## src/rtl/gemm_ctrl_pkg.sv

```systemverilog
// ---------------------------------------------------------------------------
// gemm_ctrl_pkg: shared PE control codes and tile-sequencer state encoding
// Revision: 1.0
// ---------------------------------------------------------------------------
`default_nettype none

package gemm_ctrl_pkg;

  typedef enum logic [1:0] {
    PE_COMPUTE = 2'b00,
    PE_FLUSH   = 2'b01,
    PE_HOLD    = 2'b10,
    PE_CLEAR   = 2'b11
  } pe_ctrl_e;

  typedef enum logic [2:0] {
    IDLE  = 3'd0,
    CLEAR = 3'd1,
    FILL  = 3'd2,
    FLOOD = 3'd3,
    FLUSH = 3'd4,
    DONE  = 3'd5
  } tile_state_e;

endpackage

`default_nettype wire

```

## src/rtl/gemm_tile_addr_gen.sv

```systemverilog
// ---------------------------------------------------------------------------
// gemm_tile_addr_gen: m/n/k/row loop counters and A/B/C SRAM address arithmetic
// Revision: 1.0
// ---------------------------------------------------------------------------
`default_nettype none

module gemm_tile_addr_gen
  import gemm_ctrl_pkg::*;
#(
  parameter int NumLanes      = 4,
  parameter int SizeAddrWidth = 8,
  parameter int AddrWidth     = 16
) (
  input  logic                     clk_i,
  input  logic                     rst_ni,
  input  logic [SizeAddrWidth-1:0] m_tiles_i,
  input  logic [SizeAddrWidth-1:0] n_tiles_i,
  input  logic [SizeAddrWidth-1:0] k_depth_i,
  input  logic                     tile_clr_i,
  input  logic                     k_clr_i,
  input  logic                     k_tick_i,
  input  logic                     r_load_i,
  input  logic                     r_tick_i,
  input  logic                     tile_tick_i,
  input  logic                     fill_en_i,
  input  logic                     flush_en_i,
  output logic                     k_last_o,
  output logic                     r_last_o,
  output logic                     tile_last_o,
  output logic [AddrWidth-1:0]     a_addr_o,
  output logic [AddrWidth-1:0]     b_addr_o,
  output logic [AddrWidth-1:0]     c_addr_o
);

  localparam int RW = (NumLanes > 1) ? $clog2(NumLanes) : 1;
  localparam logic [AddrWidth-1:0] LANES_A = AddrWidth'(NumLanes);

  logic [SizeAddrWidth-1:0] r_m_idx, r_n_idx, r_k_idx;
  logic [RW-1:0]            r_row;
  logic [AddrWidth-1:0]     r_a_hold, r_b_hold, r_c_hold;

  logic                 w_m_last, w_n_last;
  logic [AddrWidth-1:0] w_m, w_n, w_k, w_r, w_mt, w_nt;
  logic [AddrWidth-1:0] w_a, w_b, w_c;

  // Compare against count-1 so an all-ones count never wraps before its last step
  assign w_m_last    = (r_m_idx == m_tiles_i - SizeAddrWidth'(1));
  assign w_n_last    = (r_n_idx == n_tiles_i - SizeAddrWidth'(1));
  assign k_last_o    = (r_k_idx == k_depth_i - SizeAddrWidth'(1));
  assign r_last_o    = (r_row == '0);
  assign tile_last_o = w_m_last && w_n_last;

  assign w_m  = AddrWidth'(r_m_idx);
  assign w_n  = AddrWidth'(r_n_idx);
  assign w_k  = AddrWidth'(r_k_idx);
  assign w_r  = AddrWidth'(r_row);
  assign w_mt = AddrWidth'(m_tiles_i);
  assign w_nt = AddrWidth'(n_tiles_i);

  assign w_a = w_m + w_k * w_mt;
  assign w_b = w_n + w_k * w_nt;
  assign w_c = w_n + (w_m * LANES_A + w_r) * w_nt;

  assign a_addr_o = fill_en_i  ? w_a : r_a_hold;
  assign b_addr_o = fill_en_i  ? w_b : r_b_hold;
  assign c_addr_o = flush_en_i ? w_c : r_c_hold;

  always_ff @(posedge clk_i or negedge rst_ni) begin
    if (!rst_ni) begin
      r_m_idx  <= '0;
      r_n_idx  <= '0;
      r_k_idx  <= '0;
      r_row    <= '0;
      r_a_hold <= '0;
      r_b_hold <= '0;
      r_c_hold <= '0;
    end else begin
      if (tile_clr_i) begin
        r_m_idx <= '0;
        r_n_idx <= '0;
        r_k_idx <= '0;
      end else begin
        if (k_clr_i) begin
          r_k_idx <= '0;
        end else if (k_tick_i && !k_last_o) begin
          r_k_idx <= r_k_idx + SizeAddrWidth'(1);
        end
        // n is the middle loop, m the outer one
        if (tile_tick_i) begin
          if (w_n_last) begin
            r_n_idx <= '0;
            r_m_idx <= w_m_last ? '0 : r_m_idx + SizeAddrWidth'(1);
          end else begin
            r_n_idx <= r_n_idx + SizeAddrWidth'(1);
          end
        end
      end
      if (r_load_i) begin
        r_row <= RW'(NumLanes - 1);
      end else if (r_tick_i && !r_last_o) begin
        r_row <= r_row - RW'(1);
      end
      if (fill_en_i) begin
        r_a_hold <= w_a;
        r_b_hold <= w_b;
      end
      if (flush_en_i) begin
        r_c_hold <= w_c;
      end
    end
  end

endmodule

`default_nettype wire

```

## src/rtl/gemm_tile_controller_nxn.sv

```systemverilog
// ---------------------------------------------------------------------------
// gemm_tile_controller_nxn: tile FSM, flood timing and busy/done handshake
// Revision: 1.0
// ---------------------------------------------------------------------------
`default_nettype none

module gemm_tile_controller_nxn
  import gemm_ctrl_pkg::*;
#(
  parameter int NumLanes      = 4,
  parameter int NumKernels    = 4,
  parameter int SizeAddrWidth = 8,
  parameter int AddrWidth     = 16,
  parameter int FloodCycles   = 6
) (
  input  logic                     clk_i,
  input  logic                     rst_ni,
  input  logic                     start_i,
  input  logic [SizeAddrWidth-1:0] m_tiles_i,
  input  logic [SizeAddrWidth-1:0] n_tiles_i,
  input  logic [SizeAddrWidth-1:0] k_depth_i,
  input  logic                     c_ready_i,
  output logic                     busy_o,
  output logic                     done_o,
  output logic [AddrWidth-1:0]     a_addr_o,
  output logic [AddrWidth-1:0]     b_addr_o,
  output logic [AddrWidth-1:0]     c_addr_o,
  output logic                     fill_o,
  output logic                     valid_data_o,
  output logic [1:0]               pe_ctrl_o,
  output logic                     c_we_o
);

  localparam int FW = (FloodCycles > 1) ? $clog2(FloodCycles) : 1;
  localparam logic [FW-1:0] FLOOD_LAST = FW'((FloodCycles > 0) ? FloodCycles - 1 : 0);

  // NumKernels only sizes the B/C words outside this block
  if (NumKernels < 1) begin : g_no_kernels
  end

  tile_state_e              r_state;
  pe_ctrl_e                 r_pe_ctrl;
  logic                     r_busy, r_done, r_fill, r_valid;
  logic [FW-1:0]            r_flood_cnt;
  logic [SizeAddrWidth-1:0] r_m_tiles, r_n_tiles, r_k_depth;

  logic w_in_idle, w_in_flush, w_write, w_zero;
  logic w_k_last, w_r_last, w_tile_last;

  assign w_in_idle  = (r_state == IDLE);
  assign w_in_flush = (r_state == FLUSH);
  assign w_write    = w_in_flush && c_ready_i;
  assign w_zero     = (m_tiles_i == '0) || (n_tiles_i == '0) || (k_depth_i == '0);

  gemm_tile_addr_gen #(
    .NumLanes      (NumLanes),
    .SizeAddrWidth (SizeAddrWidth),
    .AddrWidth     (AddrWidth)
  ) u_addr_gen (
    .clk_i       (clk_i),
    .rst_ni      (rst_ni),
    .m_tiles_i   (r_m_tiles),
    .n_tiles_i   (r_n_tiles),
    .k_depth_i   (r_k_depth),
    .tile_clr_i  (w_in_idle && start_i),
    .k_clr_i     (r_state == CLEAR),
    .k_tick_i    (r_state == FILL),
    .r_load_i    (r_state == CLEAR),
    .r_tick_i    (w_write),
    .tile_tick_i (w_write && w_r_last),
    .fill_en_i   (r_state == FILL),
    .flush_en_i  (w_in_flush),
    .k_last_o    (w_k_last),
    .r_last_o    (w_r_last),
    .tile_last_o (w_tile_last),
    .a_addr_o    (a_addr_o),
    .b_addr_o    (b_addr_o),
    .c_addr_o    (c_addr_o)
  );

  always_ff @(posedge clk_i or negedge rst_ni) begin
    if (!rst_ni) begin
      r_state     <= IDLE;
      r_pe_ctrl   <= PE_CLEAR;
      r_busy      <= 1'b0;
      r_done      <= 1'b0;
      r_fill      <= 1'b0;
      r_valid     <= 1'b0;
      r_flood_cnt <= '0;
      r_m_tiles   <= '0;
      r_n_tiles   <= '0;
      r_k_depth   <= '0;
    end else begin
      case (r_state)
        IDLE: begin
          if (start_i) begin
            r_m_tiles <= m_tiles_i;
            r_n_tiles <= n_tiles_i;
            r_k_depth <= k_depth_i;
            r_busy    <= 1'b1;
            r_pe_ctrl <= PE_CLEAR;
            if (w_zero) begin
              r_state <= DONE;
              r_done  <= 1'b1;
            end else begin
              r_state <= CLEAR;
            end
          end
        end
        CLEAR: begin
          r_state   <= FILL;
          r_fill    <= 1'b1;
          r_valid   <= 1'b1;
          r_pe_ctrl <= PE_COMPUTE;
        end
        FILL: begin
          if (w_k_last) begin
            r_fill      <= 1'b0;
            r_flood_cnt <= '0;
            if (FloodCycles == 0) begin
              r_state   <= FLUSH;
              r_valid   <= 1'b0;
              r_pe_ctrl <= PE_HOLD;
            end else begin
              r_state <= FLOOD;
            end
          end
        end
        FLOOD: begin
          if (r_flood_cnt == FLOOD_LAST) begin
            r_state   <= FLUSH;
            r_valid   <= 1'b0;
            r_pe_ctrl <= PE_HOLD;
          end else begin
            r_flood_cnt <= r_flood_cnt + FW'(1);
          end
        end
        FLUSH: begin
          if (w_write && w_r_last) begin
            r_pe_ctrl <= PE_CLEAR;
            if (w_tile_last) begin
              r_state <= DONE;
              r_done  <= 1'b1;
            end else begin
              r_state <= CLEAR;
            end
          end
        end
        DONE: begin
          r_state   <= IDLE;
          r_busy    <= 1'b0;
          r_done    <= 1'b0;
          r_pe_ctrl <= PE_CLEAR;
        end
        default: begin
          r_state   <= IDLE;
          r_busy    <= 1'b0;
          r_done    <= 1'b0;
          r_fill    <= 1'b0;
          r_valid   <= 1'b0;
          r_pe_ctrl <= PE_CLEAR;
        end
      endcase
    end
  end

  // The write strobe and flush/hold code follow c_ready_i within the same cycle
  assign busy_o       = r_busy;
  assign done_o       = r_done;
  assign fill_o       = r_fill;
  assign valid_data_o = r_valid;
  assign c_we_o       = w_write;
  assign pe_ctrl_o    = w_in_flush ? (c_ready_i ? PE_FLUSH : PE_HOLD) : r_pe_ctrl;

endmodule

`default_nettype wire

```

## config.mk

```make
export PLATFORM = sky130hd
export DESIGN_NAME = gemm_tile_controller_nxn
export DESIGN_NICKNAME = d
export VERILOG_FILES = /design/src/rtl/gemm_ctrl_pkg.sv /design/src/rtl/gemm_tile_addr_gen.sv /design/src/rtl/gemm_tile_controller_nxn.sv
export SDC_FILE = /design/constraint.sdc
export NUM_CORES = 1
export LEC_CHECK = 0
export ABC_AREA = 1
export CAP_MARGIN = 20
export CORE_ASPECT_RATIO = 1.1
export CORE_MARGIN = 5
export CORE_UTILIZATION = 30
export DETAILED_ROUTE_END_ITERATION = 10
export PLACE_DENSITY = 0.48
export REMOVE_ABC_BUFFERS = 1
export SETUP_SLACK_MARGIN = 0.3
export SLEW_MARGIN = 20
export SYNTH_ARGS = -nofsm -noshare
export SYNTH_HDL_FRONTEND = slang
export SYNTH_SLANG_ARGS = --single-unit
```

## constraint.sdc

```tcl
create_clock -name clk_i -period 9.63 [get_ports clk_i]
set_clock_uncertainty 0.1 [all_clocks]
set_input_delay 0.963 -clock clk_i [delete_from_list [all_inputs] [get_ports clk_i]]
set_output_delay 0.963 -clock clk_i [all_outputs]
set_load 0.02 [all_outputs]
```

* Word level (Yosys, flattened, before mapping)
Index checks and enable logic that the tools add are counted.
** Storage, ports and cells
- Register bits :: 110
- Bits in latches :: 0
- Memory bits (writable) :: 0
- Bits in read-only memories :: 0
- Bits of input ports :: 28
- Output and inout bits :: 55
- Word-level logic and storage cells :: 128
- Memories :: 0
** Operators by class
- Add/sub/neg operators :: 12
- $mul :: 3
- Divide/modulo/power cells :: 0
- Magnitude comparators :: 0
- Eq/ne operators :: 16
- Shift-type cells :: 0
- Mux-type cells :: 42
- Bitwise gates (word level) :: 5
- Reductions and logical operators :: 33
** Operators by type and width (count)
- $mux 8 :: 10
- $add 8x16->16 :: 3
- $mux 16 :: 3
- $mul 8x8->16 :: 2
- $add 8x1->8 const B :: 3
- $eq 8x8->1 :: 3
- $logic_not 8->1 :: 3
- $mux 3 :: 8
- $sub 8x1->8 const B :: 3
- $mul 16x8->16 :: 1
- $pmux 3 s5 :: 1
- $mux 2 :: 7
- $reduce_or 4->1 :: 3
- $add 10x2->11 :: 1
- $pmux 2 s5 :: 1
- $reduce_and 2->1 :: 5
- $eq 3x3->1 const B :: 3
- $pmux 1 s3 :: 3
- $ne 2x2->1 const B :: 4
- $reduce_and 4->1 :: 2
- $reduce_bool 2->1 :: 4
- $mux 1 :: 7
- $eq 3x2->1 const B :: 2
- $logic_and 1x1->1 :: 6
- 15 further kinds :: 23

* Longest topological paths before layout
Gate-level depths: netlist (run 1).
- Depth after elaboration :: 7
- Depth in mapped cells :: 23

* By module
From an unflattened synthesis (run 1), not the netlist that was laid out.
** Second synthesis, totals
- Cells, all modules :: 1880
- Area, all modules :: 13639.3 um^2
** Modules (own cells, without submodules)
- gemm_tile_addr_gen :: instances 1, cells an instance 1658, area an instance 11821.3 um^2, seq. area each 1851.8 um^2
- gemm_tile_controller_nxn :: instances 1, cells an instance 222, area an instance 1818.0 um^2, seq. area each 903.4 um^2

* Least setup slack after synthesis (run 1)
Ideal clock, no wire load.
- Kind :: reg-to-output
- From :: reg u_addr_gen.r_k_idx[5]
- To :: out a_addr_o[11]
- Arrival time :: 4.797 ns
- Required time :: 8.567 ns
- Path slack :: 3.770 ns
- Cell stages (with the launch flop) :: 18
- Path buffers :: 2
- Path through :: dfrtp_1 -> clkbuf_1 -> clkbuf_1 -> nand2_1 -> fa_1 -> inv_1 -> fa_1 -> inv_1 -> fa_1 -> fa_1 -> inv_1 -> ha_1 -> a21oi_1 -> nand2_1 -> a21boi_0 -> o21ai_0 -> xnor2_1 -> o21ai_0
** On the way
- Cells in the longest elaborated chain, start to end :: 3
** Ends and longest elaborated chain
- start, declared :: RTL line gemm_tile_addr_gen.sv:38 : logic [SizeAddrWidth-1:0] r_m_idx, r_n_idx, r_k_idx;
- start signal, assigned :: RTL line gemm_tile_addr_gen.sv:86 : r_k_idx <= r_k_idx + SizeAddrWidth'(1);
- $mul 8x8->16 :: RTL line gemm_tile_addr_gen.sv:60 : assign w_a = w_m + w_k * w_mt;
- $add 8x16->16 :: RTL line gemm_tile_addr_gen.sv:60
- $mux 16
- end, declared :: RTL line gemm_tile_controller_nxn.sv:25 : output logic [AddrWidth-1:0] a_addr_o,
No other way between the ends.

* Worst setup path after layout (run 1)
- From :: reg r_n_tiles[2]
- To :: out c_addr_o[11]
** On the way
- Cells in the longest elaborated chain, start to end :: 3
** Ends and longest elaborated chain
- start, declared :: RTL line gemm_tile_controller_nxn.sv:45 : logic [SizeAddrWidth-1:0] r_m_tiles, r_n_tiles, r_k_depth;
- start signal, assigned :: RTL line gemm_tile_controller_nxn.sv:98 : r_n_tiles <= n_tiles_i;
- $mul 16x8->16 :: RTL line gemm_tile_addr_gen.sv:62 : assign w_c = w_n + (w_m * LANES_A + w_r) * w_nt;
- $add 8x16->16 :: RTL line gemm_tile_addr_gen.sv:62
- $mux 16
- end, declared :: RTL line gemm_tile_controller_nxn.sv:27 : output logic [AddrWidth-1:0] c_addr_o,
No other way between the ends.

==> results of run 1 <==
## power by group through the flow
stage                     Clock [W]  Combinational (W)  Sequential [W]
after detailed placement          0            0.00220        0.000931
after floorplan                   0            0.00155        0.000813
final                      0.000421            0.00216        0.000918
after global routing       0.000455            0.00253        0.000948
after global placement            0            0.00218        0.000927
after CTS                  0.000442            0.00221        0.000923
## metrics by stage
stage,instance area [um^2],setup slack [ns]
after floorplan,12800,4.04
after global placement,14400,3.28
after detailed placement,14400,3.18
after CTS,14700,2.72
after global routing,14700,2.33
final,14700,2.75
## final cells by class
| type | instances | area (um^2) | share of cell area |
|---|---|---|---|
| Timing Repair Buffer | 86 | 848 | 0.0576 |
| Inverter | 440 | 1650 | 0.112 |
| Clock inverter | 7 | 88.8 | 0.00603 |
| Tap cell | 574 | 718 | 0.0488 |
| Clock buffer | 9 | 225 | 0.0153 |
| Sequential cell | 110 | 2760 | 0.187 |
| Multi-Input combinational cell | 1161 | 8430 | 0.573 |
## worst min path at each step
stage	depth (start not counted)	slack, ns	to	start
after floorplan	2	0.36	r_pe_ctrl[0]$_DFFE_PN1P_	r_pe_ctrl[0]$_DFFE_PN1P_
after global placement	2	0.36	u_addr_gen.r_a_hold[1]$_DFF_PN0_	u_addr_gen.r_a_hold[1]$_DFF_PN0_
after detailed placement	2	0.36	fill_o$_DFFE_PN0P_	fill_o$_DFFE_PN0P_
after CTS	2	0.39	fill_o$_DFFE_PN0P_	fill_o$_DFFE_PN0P_
after global routing	2	0.40	u_addr_gen.r_b_hold[3]$_DFF_PN0_	u_addr_gen.r_b_hold[3]$_DFF_PN0_
final	2	0.38	u_addr_gen.r_b_hold[3]$_DFF_PN0_	u_addr_gen.r_b_hold[3]$_DFF_PN0_
## per-layer routing
metal / track usage / wire, um / vias up
met3: 0.0188 / 993 / 16
met2: 0.238 / 15400 / 133
met4: 0.0339 / 375 / 0
met5: 0 / 0 / -
met1: 0.186 / 15500 / 5050
li1: - / - / 5305
## cell families (layout without fill, tap and decap cells)
group,after synthesis,in the layout
AND/OR/NAND/NOR,701,701
AO/OA/AOI/OAI,145,145
buffers and inverters,508,542
adder cells (fa/ha/maj),257,257
XOR/XNOR,58,58
flip-flops,110,110
## worst max-delay path: cells and delay by family, from the launching register on
| kind | cells | cell delay (ns) |
|---|---|---|
| adder cells (fa/ha/maj) | 5 | 2.35 |
| flip-flops | 1 | 1.01 |
| buffers and inverters | 5 | 0.85 |
| AO/OA/AOI/OAI | 3 | 0.73 |
| AND/OR/NAND/NOR | 2 | 0.31 |
| XOR/XNOR | 1 | 0.16 |
## cell usage in the layout, fill, tap and decap left out, drive strengths merged, types with 2 or more instances in the layout
cell type and count:
ha 114, or2 5, o21a 2, nor3 11, a211oi 3, buf 5
nand2 520, nand4 6, clkbuf 9, o31ai 2, xor2 32, inv 446
fa 143, dfrtp 108, nor4 7, o21ai 94, a21boi 4, o22ai 2
xnor2 25, clkdlybuf4s50 81, nand3 74, nor2 78, a21oi 35, dfstp 2
## registers in the layout, indices dropped and copies added (netlist names), 2 cells and up
register / flops
u_addr_gen.r_m_idx: 8
r_pe_ctrl: 2
u_addr_gen.r_n_idx: 8
u_addr_gen.r_a_hold: 16
r_n_tiles: 8
u_addr_gen.r_row: 2
r_state: 3
u_addr_gen.r_c_hold: 16
u_addr_gen.r_b_hold: 16
r_flood_cnt: 3
r_m_tiles: 8
r_k_depth: 8
u_addr_gen.r_k_idx: 8
==> flow_metrics.py, run 1 <==
metrics = {
    "die": {
        "ios": 83,
        "fp-row-count": 80,
        "die_x_um": 210,
        "dieArea_um2": 48200,
        "die_h_um": 230,
        "core_um2": 43400,
        "initial_core_util": 0.303,
    },
    "timing": {
        "rsz0062_at_grt": "no",
        "drv_slew": 0,
        "finalCritPeriodShare": 0.715,
        "fin_hold_ws_ns": 0.379,
        "tightest_slew_ns": 0.999,
        "period_needed_ns": 6.88,
        "setup_viol": 0,
        "fmax_mhz": 145,
        "fin_tns_setup_ns": 0,
        "finalHoldViolCount": 0,
        "maxSlewHeadroom": 0.334,
    },
    "cells_and_area": {
        "num-fill-cells": 4731,
        "fin_util": 0.339,
        "antennaDiodeCount": 0,
        "layout.nets": 2093,
        "area_growth_pct": 11.8,
        "drive_above_1_share": 0.0298,
        "stdcell_count": 2387,
    },
    "power": {
        "leakage_nw": 8.59,
        "power_frac_seq": 0.262,
        "intPower_w": 0.00166,
        "p_total_w": 0.00350,
        "clock_power_share": 0.120,
        "power_frac_comb": 0.618,
        "p_sw_frac": 0.527,
        "power_switching_w": 0.00185,
        "p_per_area_nw_per_um2": 238,
        "peakVddDrop_mv": 0.137,
    },
    "drt": {
        "vias": 10500,
        "wire_per_inst_um": 13.5,
        "routed_wl_um": 32300,
        "dr.pass1.iters": 5,
        "viasPerCell": 4.40,
        "drtIter0Drc": 499,
        "drc": 0,
        "drtAntennaViolNets": 0,
    },
    "clocking": {
        "cts_setup_buffers": 0,
        "clock_sinks": 110,
        "clk_path_buf_depth": 2,
        "htree_levels": 3,
        "clock_latency_ns": 0.40,
        "numCtsBuffers": 9,
        "clkSlewWorstSetupHoldPaths_ns": 0.10,
        "cts-resized-gates": 0,
        "root_buffer": "clkbuf_16",
        "cts_tree": "yes",
        "hold_buffers": 0,
    },
    "yosys": {
        "ys_async_sr_fraction": 1.00,
        "ys_warn_count": 0,
        "synth_common_cells": "nand2_1 (513), inv_1 (433), fa_1 (143), ha_1 (114), dfrtp_1 (108)",
        "yosysTopAreaCellShare": 0.217,
        "ys_types": 41,
        "ys_ff_latch": 110,
        "yosys.area.top_type": "fa_1",
        "syn_area_per_cell_um2": 7.40,
        "synth_flop_cell": "dfrtp_1",
        "synthSimpleGateAreaFrac": 0.216,
        "synth_enable_flop_cells": 0,
        "syn_inst": 1779,
        "synth_adder_area_share": 0.326,
        "ys_seq_area_frac": 0.209,
        "syn_area_um2": 13200,
        "synth.top_cells.by_area": "fa_1 (22%), dfrtp_1 (21%), nand2_1 (15%)",
        "synth-compound-area-share": 0.0593,
        "synth_mux_area_frac": 0,
        "synth_top_family_by_area": "adder cells",
        "yosysMostFrequentCell": "nand2_1",
        "synthXorXnorAreaFrac": 0.0396,
    },
    "worst_setup_path": {
        "critPathMaxFanout": 23,
        "reg2reg_depth": 16,
        "crit_type": "reg -> out",
        "crit_end": "c_addr_o[11]",
        "r2r_end": "u_addr_gen.r_b_hold[12]$_DFF_PN0_",
        "crit_slowest_cell": "dfrtp_1",
        "cp_cell_sequence": "nand2_1 > fa_1 > fa_1 > inv_1 > fa_1 > inv_1 > fa_1 > inv_1 > ha_1 > nand2_1 > inv_1 > a21boi_0 > o21ai_0 > xnor2_1 > o21ai_0 > clkdlybuf4s50_1",
        "rrSetupSlack_ns": 4.60,
        "critPathLaunchType": "flip-flop",
        "endpoint_kind": "output pin",
        "crit_path_start": "r_n_tiles[2]$_DFFE_PN0P_",
        "slowest_delay_ns": 1.01,
        "worst_ep_arrival_time_ns": 5.82,
        "rr_startpoint": "r_n_tiles[2]$_DFFE_PN0P_",
        "worstPathRequired_ns": 8.57,
    },
    "run_status": {
        "outcome": "finished, final reports clean",
    },
    "hold_path": {
        "min_path_type": "reg -> reg",
    },
    "placed_design": {
        "dp.cells": 2371,
        "gp_congestion": 0.839,
        "post-dp-hpwl_um": 25200,
        "io_buffer_count": 82,
    },
    "global_routing": {
        "grt_first_pass_wirelength_um": 54500,
        "grt-ovfl-total": 0,
        "track_usage": 0.139,
        "grt_pass1_vias": 10700,
        "grt_max_degree": 60,
        "antenna_found_initial": 0,
    },
    "run": {
        "drv_cap": 0,
    },
}
(Power assumes the default switching activity.)
==> inputs of run 2 (changes only) <==
--- a/config.mk
+++ b/config.mk
@@ -11,7 +11,7 @@
 export CORE_MARGIN = 5
 export CORE_UTILIZATION = 30
 export DETAILED_ROUTE_END_ITERATION = 10
-export PLACE_DENSITY = 0.48
+export PLACE_DENSITY = 0.5
 export REMOVE_ABC_BUFFERS = 1
 export SETUP_SLACK_MARGIN = 0.3
 export SLEW_MARGIN = 20
==> constraint.sdc (replaced) <==
create_clock -name clk_i -period 6.2 [get_ports clk_i]
set_clock_uncertainty 0.1 [all_clocks]
set_input_delay 0.62 -clock clk_i [delete_from_list [all_inputs] [get_ports clk_i]]
set_output_delay 0.62 -clock clk_i [all_outputs]
set_load 0.02 [all_outputs]
==> flow_metrics.py, run 2 (same netlist as run 1, synthesis figures left out) <==
metrics = {
    "run_status": {
        "outcome": "finished, final reports clean",
    },
    "drt": {
        "vias": 10900,
        "wire_per_inst_um": 13.5,
        "drtAntennaViolNets": 0,
        "routed_wl_um": 33000,
        "viasPerCell": 4.45,
        "drc": 0,
        "dr.pass1.iters": 5,
        "drtIter0Drc": 504,
    },
    "die": {
        "die_x_um": 210,
        "fp-row-count": 80,
        "core_um2": 43400,
        "ios": 83,
        "dieArea_um2": 48200,
        "initial_core_util": 0.303,
        "die_h_um": 230,
    },
    "worst_setup_path": {
        "crit_slowest_cell": "dfrtp_4",
        "worst-path-buf-inv": 5,
        "rr_startpoint": "u_addr_gen.r_k_idx[4]$_DFFE_PN0P_",
        "critPathMaxFanout": 8,
        "endpoint_kind": "output pin",
        "worstSetupPathDepth": 18,
        "critical-path-top-delay-family": "adder cells",
        "cp_cell_sequence": "buf_4 > nand2_1 > fa_1 > fa_1 > inv_1 > fa_1 > inv_1 > fa_1 > inv_1 > ha_1 > a21oi_1 > o21ai_1 > a21oi_2 > o21ai_1 > or2_2 > nand3_1 > nand2_1 > dlygate4sd2_1",
        "crit_type": "reg -> out",
        "r2r_end": "u_addr_gen.r_b_hold[12]$_DFF_PN0_",
        "crit_end": "a_addr_o[12]",
        "critPathLaunchType": "flip-flop",
        "slowest_delay_ns": 0.55,
        "crit_path_start": "u_addr_gen.r_k_idx[4]$_DFFE_PN0P_",
        "cpMostUsedCell": "fa_1",
        "worstPathRequired_ns": 5.48,
        "worst_ep_arrival_time_ns": 4.96,
        "rrSetupSlack_ns": 1.69,
        "reg2reg_depth": 17,
    },
    "timing": {
        "maxSlewHeadroom": 0.386,
        "period_needed_ns": 5.68,
        "drv_slew": 0,
        "tightest_slew_ns": 0.921,
        "setup_viol": 0,
        "fmax_mhz": 176,
        "finalCritPeriodShare": 0.916,
        "fin_hold_ws_ns": 0.154,
        "fin_tns_setup_ns": 0,
        "rsz0062_at_grt": "yes",
        "finalHoldViolCount": 0,
    },
    "cells_and_area": {
        "final_cell_mix": "nand2_1 (513), inv_1 (433), fa_1 (143), ha_1 (114), dfrtp_1 (85)",
        "design_area_um2": 15200,
        "register_area_um2": 2790,
        "fin_util": 0.350,
        "reg.largest.list": "u_addr_gen.r_a_hold: 16 flops, u_addr_gen.r_b_hold: 16 flops, u_addr_gen.r_c_hold: 16 flops",
        "drive_above_1_share": 0.0766,
        "multi_input_area_um2": 8470,
        "layout.nets": 2146,
        "area_growth_pct": 15.4,
        "num-fill-cells": 4680,
        "final_common_cell": "nand2_1",
        "antennaDiodeCount": 0,
        "stdcell_count": 2440,
    },
    "global_routing": {
        "grt-ovfl-total": 0,
        "grt_first_pass_wirelength_um": 55800,
        "grt_pass1_vias": 11100,
        "track_usage": 0.141,
        "grt_max_degree": 63,
        "antenna_found_initial": 0,
    },
    "clocking": {
        "clock_sinks": 110,
        "clock_latency_ns": 0.39,
        "root_buffer": "clkbuf_16",
        "clkSlewWorstSetupHoldPaths_ns": 0.09,
        "hold_buffers": 0,
        "cts_tree": "yes",
        "numCtsBuffers": 9,
        "clk_path_buf_depth": 2,
        "htree_levels": 3,
    },
    "placed_design": {
        "post-dp-hpwl_um": 26000,
        "placed_area_um2": 14600,
        "dp.cells": 2400,
        "io_buffer_count": 82,
        "gp_congestion": 0.836,
    },
    "power": {
        "leakage_nw": 9.01,
        "peakVddDrop_mv": 0.233,
        "p_per_area_nw_per_um2": 370,
    },
    "run": {
        "drv_cap": 0,
    },
    "hold_path": {
        "min_path_type": "in -> async",
    },
}
==> run 2: per-stage QoR <==
| step | setup WS [ns] | power, W |
|---|---|---|
| floorplan | 0.953 | 0.00367 |
| global placement | 0.298 | 0.00492 |
| detailed placement | 0.290 | 0.00494 |
| CTS | 0.316 | 0.00570 |
| global route | 0.250 | 0.00629 |
| finish | 0.521 | 0.00563 |
==> run 2: worst min-delay path by stage <==
stage                                     startpoint                                end  cells after the start  slack (ns)
global route                                  rst_ni  u_addr_gen.r_c_hold[15]$_DFF_PN0_                      1        0.22
CTS                                           rst_ni  u_addr_gen.r_c_hold[15]$_DFF_PN0_                      1        0.16
finish                                        rst_ni  u_addr_gen.r_c_hold[15]$_DFF_PN0_                      1        0.15
global placement    u_addr_gen.r_a_hold[3]$_DFF_PN0_   u_addr_gen.r_a_hold[3]$_DFF_PN0_                      2        0.36
detailed placement  u_addr_gen.r_b_hold[3]$_DFF_PN0_   u_addr_gen.r_b_hold[3]$_DFF_PN0_                      2        0.36
floorplan                                     rst_ni                 busy_o$_DFFE_PN0P_                      0        0.22
==> run 2: area by class of cell <==
type	count	area share
inverter	440	0.109
tap	574	0.0473
clock buffer	10	0.0157
multi-input combinational	1161	0.558
clock inverter	6	0.00420
sequential	110	0.184
timing repair buffer	139	0.0825
==> run 2: layer usage <==
| metal | global-route usage | part of all wire | up-vias |
|---|---|---|---|
| met5 | 0 | 0 | - |
| met4 | 0.0455 | 0.022 | 0 |
| met3 | 0.0181 | 0.030 | 29 |
| met2 | 0.241 | 0.48 | 167 |
| met1 | 0.187 | 0.46 | 5241 |
| li1 | - | - | 5417 |
==> run 2: where the power goes <==
part           switching [W]  total, W  leakage (nW)  internal [W]
registers           0.000334   0.00130          1.40      0.000969
clock network       0.000338  0.000635         0.146      0.000297
logic                0.00223   0.00369          7.46       0.00146
total                0.00290   0.00563          9.01       0.00272
==> run 2: timing repair <==
| action | CTS | global route |
|---|---|---|
| pin swaps | 0 | 1 |
| endpoints found under the hold margin | 0 | 0 |
| buffers inserted | 17 | 7 |
| endpoints found under the setup margin | 26 | 23 |
| gates resized for setup | 52 | 30 |
